File: config.mk
export PLATFORM = sky130hd
export DESIGN_NAME = multiword_add_sequencer
export DESIGN_NICKNAME = d
export VERILOG_FILES = /design/src/rtl/add_seq_pkg.sv /design/src/rtl/adder_16_cin.sv /design/src/rtl/multiword_add_sequencer.sv
export SDC_FILE = /design/constraint.sdc
export NUM_CORES = 1
export LEC_CHECK = 0
export ABC_AREA = 1
export CAP_MARGIN = 20
export CORE_AREA = 3 3 225 117
export DETAILED_ROUTE_END_ITERATION = 6
export DIE_AREA = 0 0 228 120
export PLACE_DENSITY_LB_ADDON = 0.1
export SETUP_SLACK_MARGIN = 0.4
export SYNTH_ARGS = -nofsm -noshare
export SYNTH_HDL_FRONTEND = slang
export SYNTH_HIERARCHICAL = 1
export SYNTH_SLANG_ARGS = --single-unit
File: constraint.sdc
create_clock -name Clk -period 8.33 [get_ports Clk]
set_clock_uncertainty 0.2 [all_clocks]
set_input_delay 1.666 -clock Clk [delete_from_list [all_inputs] [get_ports Clk]]
set_output_delay 1.666 -clock Clk [all_outputs]
set_load 0.05 [all_outputs]
File: src/rtl/add_seq_pkg.sv
// Shared types and constants for the multiword add/subtract sequencer.
package add_seq_pkg;

  localparam int unsigned WORD_W = 16;

  typedef enum logic [1:0] {
    IDLE = 2'd0,
    ADD  = 2'd1,
    DONE = 2'd2
  } seq_state_t;

endpackage

File: src/rtl/adder_16_cin.sv
// Combinational 16-bit adder with carry-in. Carries are resolved per 4-bit
// group from generate/propagate terms; the group carry-out uses group G/P.
module adder_16_cin
  import add_seq_pkg::*;
(
  input  logic [WORD_W-1:0] A,
  input  logic [WORD_W-1:0] B,
  input  logic              C_in,
  output logic [WORD_W-1:0] Sum,
  output logic              CO
);

  logic [WORD_W-1:0] g;
  logic [WORD_W-1:0] p;
  logic [WORD_W:0]   c;

  // Lookahead carries inside each 4-bit group, group carries chained by G/P.
  always_comb begin
    g = A & B;
    p = A ^ B;
    c = '0;
    c[0] = C_in;
    for (int k = 0; k < 4; k++) begin
      c[4*k+1] = g[4*k] | (p[4*k] & c[4*k]);
      c[4*k+2] = g[4*k+1] | (p[4*k+1] & g[4*k]) | (p[4*k+1] & p[4*k] & c[4*k]);
      c[4*k+3] = g[4*k+2] | (p[4*k+2] & g[4*k+1]) | (p[4*k+2] & p[4*k+1] & g[4*k])
               | (p[4*k+2] & p[4*k+1] & p[4*k] & c[4*k]);
      c[4*k+4] = g[4*k+3] | (p[4*k+3] & g[4*k+2]) | (p[4*k+3] & p[4*k+2] & g[4*k+1])
               | (p[4*k+3] & p[4*k+2] & p[4*k+1] & g[4*k])
               | (p[4*k+3] & p[4*k+2] & p[4*k+1] & p[4*k] & c[4*k]);
    end
    Sum = p ^ c[WORD_W-1:0];
    CO  = c[WORD_W];
  end

endmodule

File: src/rtl/multiword_add_sequencer.sv
// Adds or subtracts two WORDS x 16-bit operands through one shared 16-bit
// adder, least-significant word first, carrying between words in a register.
module multiword_add_sequencer
  import add_seq_pkg::*;
#(
  parameter int unsigned WORDS = 4
) (
  input  logic                      Clk,
  input  logic                      Reset,
  input  logic                      Start,
  input  logic                      Sub,
  input  logic [WORD_W*WORDS-1:0]   A,
  input  logic [WORD_W*WORDS-1:0]   B,
  output logic [WORD_W*WORDS-1:0]   Sum,
  output logic                      CO,
  output logic                      V,
  output logic                      Busy,
  output logic                      Done
);

  localparam int unsigned N     = WORD_W * WORDS;
  localparam int unsigned IDX_W = $clog2(WORDS) + 1;

  seq_state_t        state_q, state_d;
  logic [IDX_W-1:0]  idx_q, idx_d;
  logic              carry_q, carry_d;
  logic              sub_q, sub_d;
  logic [N-1:0]      a_q, a_d;
  logic [N-1:0]      b_q, b_d;
  logic [N-1:0]      work_q, work_d;
  logic [N-1:0]      sum_q, sum_d;
  logic              co_q, co_d;
  logic              v_q, v_d;

  logic [WORD_W-1:0] word_a;
  logic [WORD_W-1:0] word_b_raw;
  logic [WORD_W-1:0] word_b;
  logic [WORD_W-1:0] add_s;
  logic              add_co;
  logic [N-1:0]      work_merged;
  logic              last_word;

  // Select the current word and merge this cycle's partial sum into the work copy.
  always_comb begin
    word_a      = '0;
    word_b_raw  = '0;
    work_merged = work_q;
    for (int i = 0; i < int'(WORDS); i++) begin
      if (idx_q == IDX_W'(i)) begin
        word_a                        = a_q[i*WORD_W +: WORD_W];
        word_b_raw                    = b_q[i*WORD_W +: WORD_W];
        work_merged[i*WORD_W +: WORD_W] = add_s;
      end
    end
    // Subtraction is A + ~B + 1; the +1 enters as the initial carry.
    word_b    = sub_q ? ~word_b_raw : word_b_raw;
    last_word = (idx_q == IDX_W'(WORDS - 1));
  end

  adder_16_cin u_adder (
    .A    (word_a),
    .B    (word_b),
    .C_in (carry_q),
    .Sum  (add_s),
    .CO   (add_co)
  );

  // Next-state and Moore output decode.
  always_comb begin
    state_d = state_q;
    idx_d   = idx_q;
    carry_d = carry_q;
    sub_d   = sub_q;
    a_d     = a_q;
    b_d     = b_q;
    work_d  = work_q;
    sum_d   = sum_q;
    co_d    = co_q;
    v_d     = v_q;
    Busy    = (state_q != IDLE);
    Done    = (state_q == DONE);
    unique case (state_q)
      IDLE: begin
        if (Start) begin
          a_d     = A;
          b_d     = B;
          sub_d   = Sub;
          carry_d = Sub;
          idx_d   = '0;
          state_d = ADD;
        end
      end
      ADD: begin
        work_d  = work_merged;
        carry_d = add_co;
        idx_d   = idx_q + IDX_W'(1);
        if (last_word) begin
          sum_d   = work_merged;
          co_d    = add_co;
          v_d     = (word_a[WORD_W-1] == word_b[WORD_W-1]) &&
                    (add_s[WORD_W-1] != word_a[WORD_W-1]);
          state_d = DONE;
        end
      end
      DONE: begin
        state_d = IDLE;
      end
      default: begin
        state_d = IDLE;
      end
    endcase
  end

  // State registers; reset discards any operation in flight.
  always_ff @(posedge Clk or posedge Reset) begin
    if (Reset) begin
      state_q <= IDLE;
      idx_q   <= '0;
      carry_q <= 1'b0;
      sub_q   <= 1'b0;
      a_q     <= '0;
      b_q     <= '0;
      work_q  <= '0;
      sum_q   <= '0;
      co_q    <= 1'b0;
      v_q     <= 1'b0;
    end else begin
      state_q <= state_d;
      idx_q   <= idx_d;
      carry_q <= carry_d;
      sub_q   <= sub_d;
      a_q     <= a_d;
      b_q     <= b_d;
      work_q  <= work_d;
      sum_q   <= sum_d;
      co_q    <= co_d;
      v_q     <= v_d;
    end
  end

  assign Sum = sum_q;
  assign CO  = co_q;
  assign V   = v_q;

endmodule

==> flow_summary.ini <==
[run_status]
status = completed

[critical_path]
critPathKind = reg -> reg
reg2reg_from = idx_q[2]
critPathMaxFanout = 34
cpLargestDelayFamily = adder cells
rr_endpoint = work_q[13]
cp-startpoint = idx_q[2]
crit_end = work_q[13]
slowest_stage = ha_1
arrival_ns = 5.48
path_buf_inv = 2
cpPeakStageDelay_ns = 0.81
start_kind = flip-flop
ff2ff_setup_slack_ns = 3.08
cp.depth = 17
cp.required_ns = 8.56
crit_path_end_kind = flip-flop
rr_worst_depth = 17
crit_chain = inv_2, ha_1, inv_1, o211ai_1, o21ai_0, xor2_1, ha_1, a21oi_1, nand2_1, nor2_2, nand2_4, nand2_2, nand2_4, fa_1, xor2_1, mux2i_1, o21ai_0

[clock_tree]
clock_sinks = 249
cts_setup_buffers = 0
cts_buffers = 23
cts_resized = 0
insertion_delay_ns = 0.54
holdBufCountCts = 0
htreeDepth = 1
clk_pin_slew_ns = 0.07
cts_tree = built
clk_path_buf_depth = 3
cts_root_buf = clkbuf_16

[job]
maxCapViolations = 0

[synth]
yosysWarnings = 6
ys_top_cells_by_area = dfrtp_1, nand2_1, o21ai_0
synth.distinct_cells = 34
synth_seq_cells = 249
synth_cells = 1366
syn_area_sq_um = 11690
syn_nets = 1523
synth_top_area_share_pct = 53.31
yosysTopAreaCell = dfrtp_1
synth-seq-area-share_pct = 53.31
syn_area_per_cell_sq_um = 8.556

[global_route]
antenna_found_initial = 0
grt.total_usage_pct = 24.38
grt_remaining_overflow = 0
grt_first_pass_wirelength_microns = 52660
grt_pass1_vias = 9347
grt_max_degree = 127

[floorplanning]
start_util_pct = 47.27
dieWidth_microns = 228
die_h_microns = 120
ioPinCount = 200
core_sq_um = 24730
die_area_sq_um = 27360
rows = 41

[final_layout]
antenna_cells = 0
area_delta_synth_final_pct = 24.02
drive_above_1_share_pct = 4.771
final_nets = 1675
fillers = 2248

[detailed_routing]
drt_iter0_drc = 849
routed-via-count = 9660
dr.pass1.iters = 5
post_drt_wl_per_cell_microns = 17.67
via_per_inst = 5.155
remaining_drc_errors = 0
ant_nets = 0
wl_microns = 33110

[sta]
hold_violations = 0
worst_slew_pin_slew_ns = 1.034
fin_crit_ns = 5.249
slew_headroom_pct = 31.02
rsz0062_at_grt = false
setup_viol = 0
final_max_slew_viol_count = 0
setup_ws_ns = 3.081
fin_tns_setup_ns = 0
fin_crit_sh_pct = 63.02
max_freq_ghz = 0.1905

[place]
io_buffers = 199
dp.final_hpwl_microns = 23160
pre_cts_ws_ns = 3.137
place_congestion = 0.9481

[min_path]
hold_path.class = reg -> reg
==> worst min-delay path: stages (launching register included) <==
cell and delay [ns]:
dfrtp_1 0.34, nand2_1 0.06, nand2_1 0.05
==> registers in the layout, summed over array words and instances, names as in the netlist <==
name / flops
carry_q: 1
work_q: 48
state_q: 2
CO: 1
V: 1
b_q: 64
a_q: 64
idx_q: 3
Sum: 64
sub_q: 1
==> cells in the mapped netlist (all sizes together) <==
master	n
a21oi	8
and2	1
buf	48
clkbuf	33
clkinv	1
dfrtp	249
fa	4
ha	21
inv	54
mux2i	45
nand2	595
nand3	79
nand4	1
nor2	16
nor3	1
o211ai	15
o21ai	168
o21bai	1
o22ai	1
or2	1
xnor2	2
xor2	22
==> kinds of logic after synthesis <==
logic type,count (synthesis),share of synthesized area [%]
and+or+nand+nor,694,23.94
DFF,249,53.31
AOI/OAI and AO/OA,193,8.779
buffers and inverters,136,5.385
muxes,45,3.854
adders and majority gates,25,2.933
xor gates and xnor gates,24,1.799
==> metal layers <==
metal	share of wire, %	track usage [%]	vias up
li1	-	-	4674
met1	51	38.48	4689
met2	41	34.17	264
met3	7.3	5.811	33
met4	1.2	4.213	0
met5	0	0	-
==> layout make-up <==
cell class / instances / area (sq um) / share of cell area [%]
sequential: 249 / 6231 / 42.99
multi-input combinational: 981 / 4842 / 33.41
timing repair buffer: 208 / 2072 / 14.29
clock buffer: 34 / 676.9 / 4.670
tap: 344 / 430.4 / 2.969
inverter: 55 / 212.7 / 1.467
clock inverter: 3 / 30.03 / 0.2072
==> how the worst min path moves through the flow <==
stage	cells after the start	to	start
floorplan	2	b_q[63]	b_q[63]
global placement	2	CO	CO
detailed placement	2	a_q[34]	a_q[34]
CTS	2	CO	CO
global route	2	a_q[35]	a_q[35]
finish	2	CO	CO
==> placed cells by master (no fill, tap or decap), drive strengths merged <==
master and instances:
a21oi 8, and2 1, buf 9, clkbuf 34, clkdlybuf4s50 199, clkinv 3
clkinvlp 1, dfrtp 249, fa 4, ha 21, inv 54, mux2i 45
nand2 595, nand3 79, nand4 1, nor2 16, nor3 1, o211ai 15
o21ai 168, o21bai 1, o22ai 1, or2 1, xnor2 2, xor2 22
==> stage by stage <==
stage	hold WS, ns	util, %	cell area, sq um	std cells
2_1_floorplan	0.2414	-	11690	1366
3_3_place_gp	0.2568	55.76	13790	1837
3_5_place_dp	0.2605	55.76	13790	1837
4_1_cts	0.2777	58.62	14500	1874
5_1_grt	0.2946	58.62	14500	1874
6_report	0.2744	58.62	14500	1874
Power is left out: the tool's default activity adds up to more than one toggle a clock period on the data nets, which glitch-free logic cannot reach.
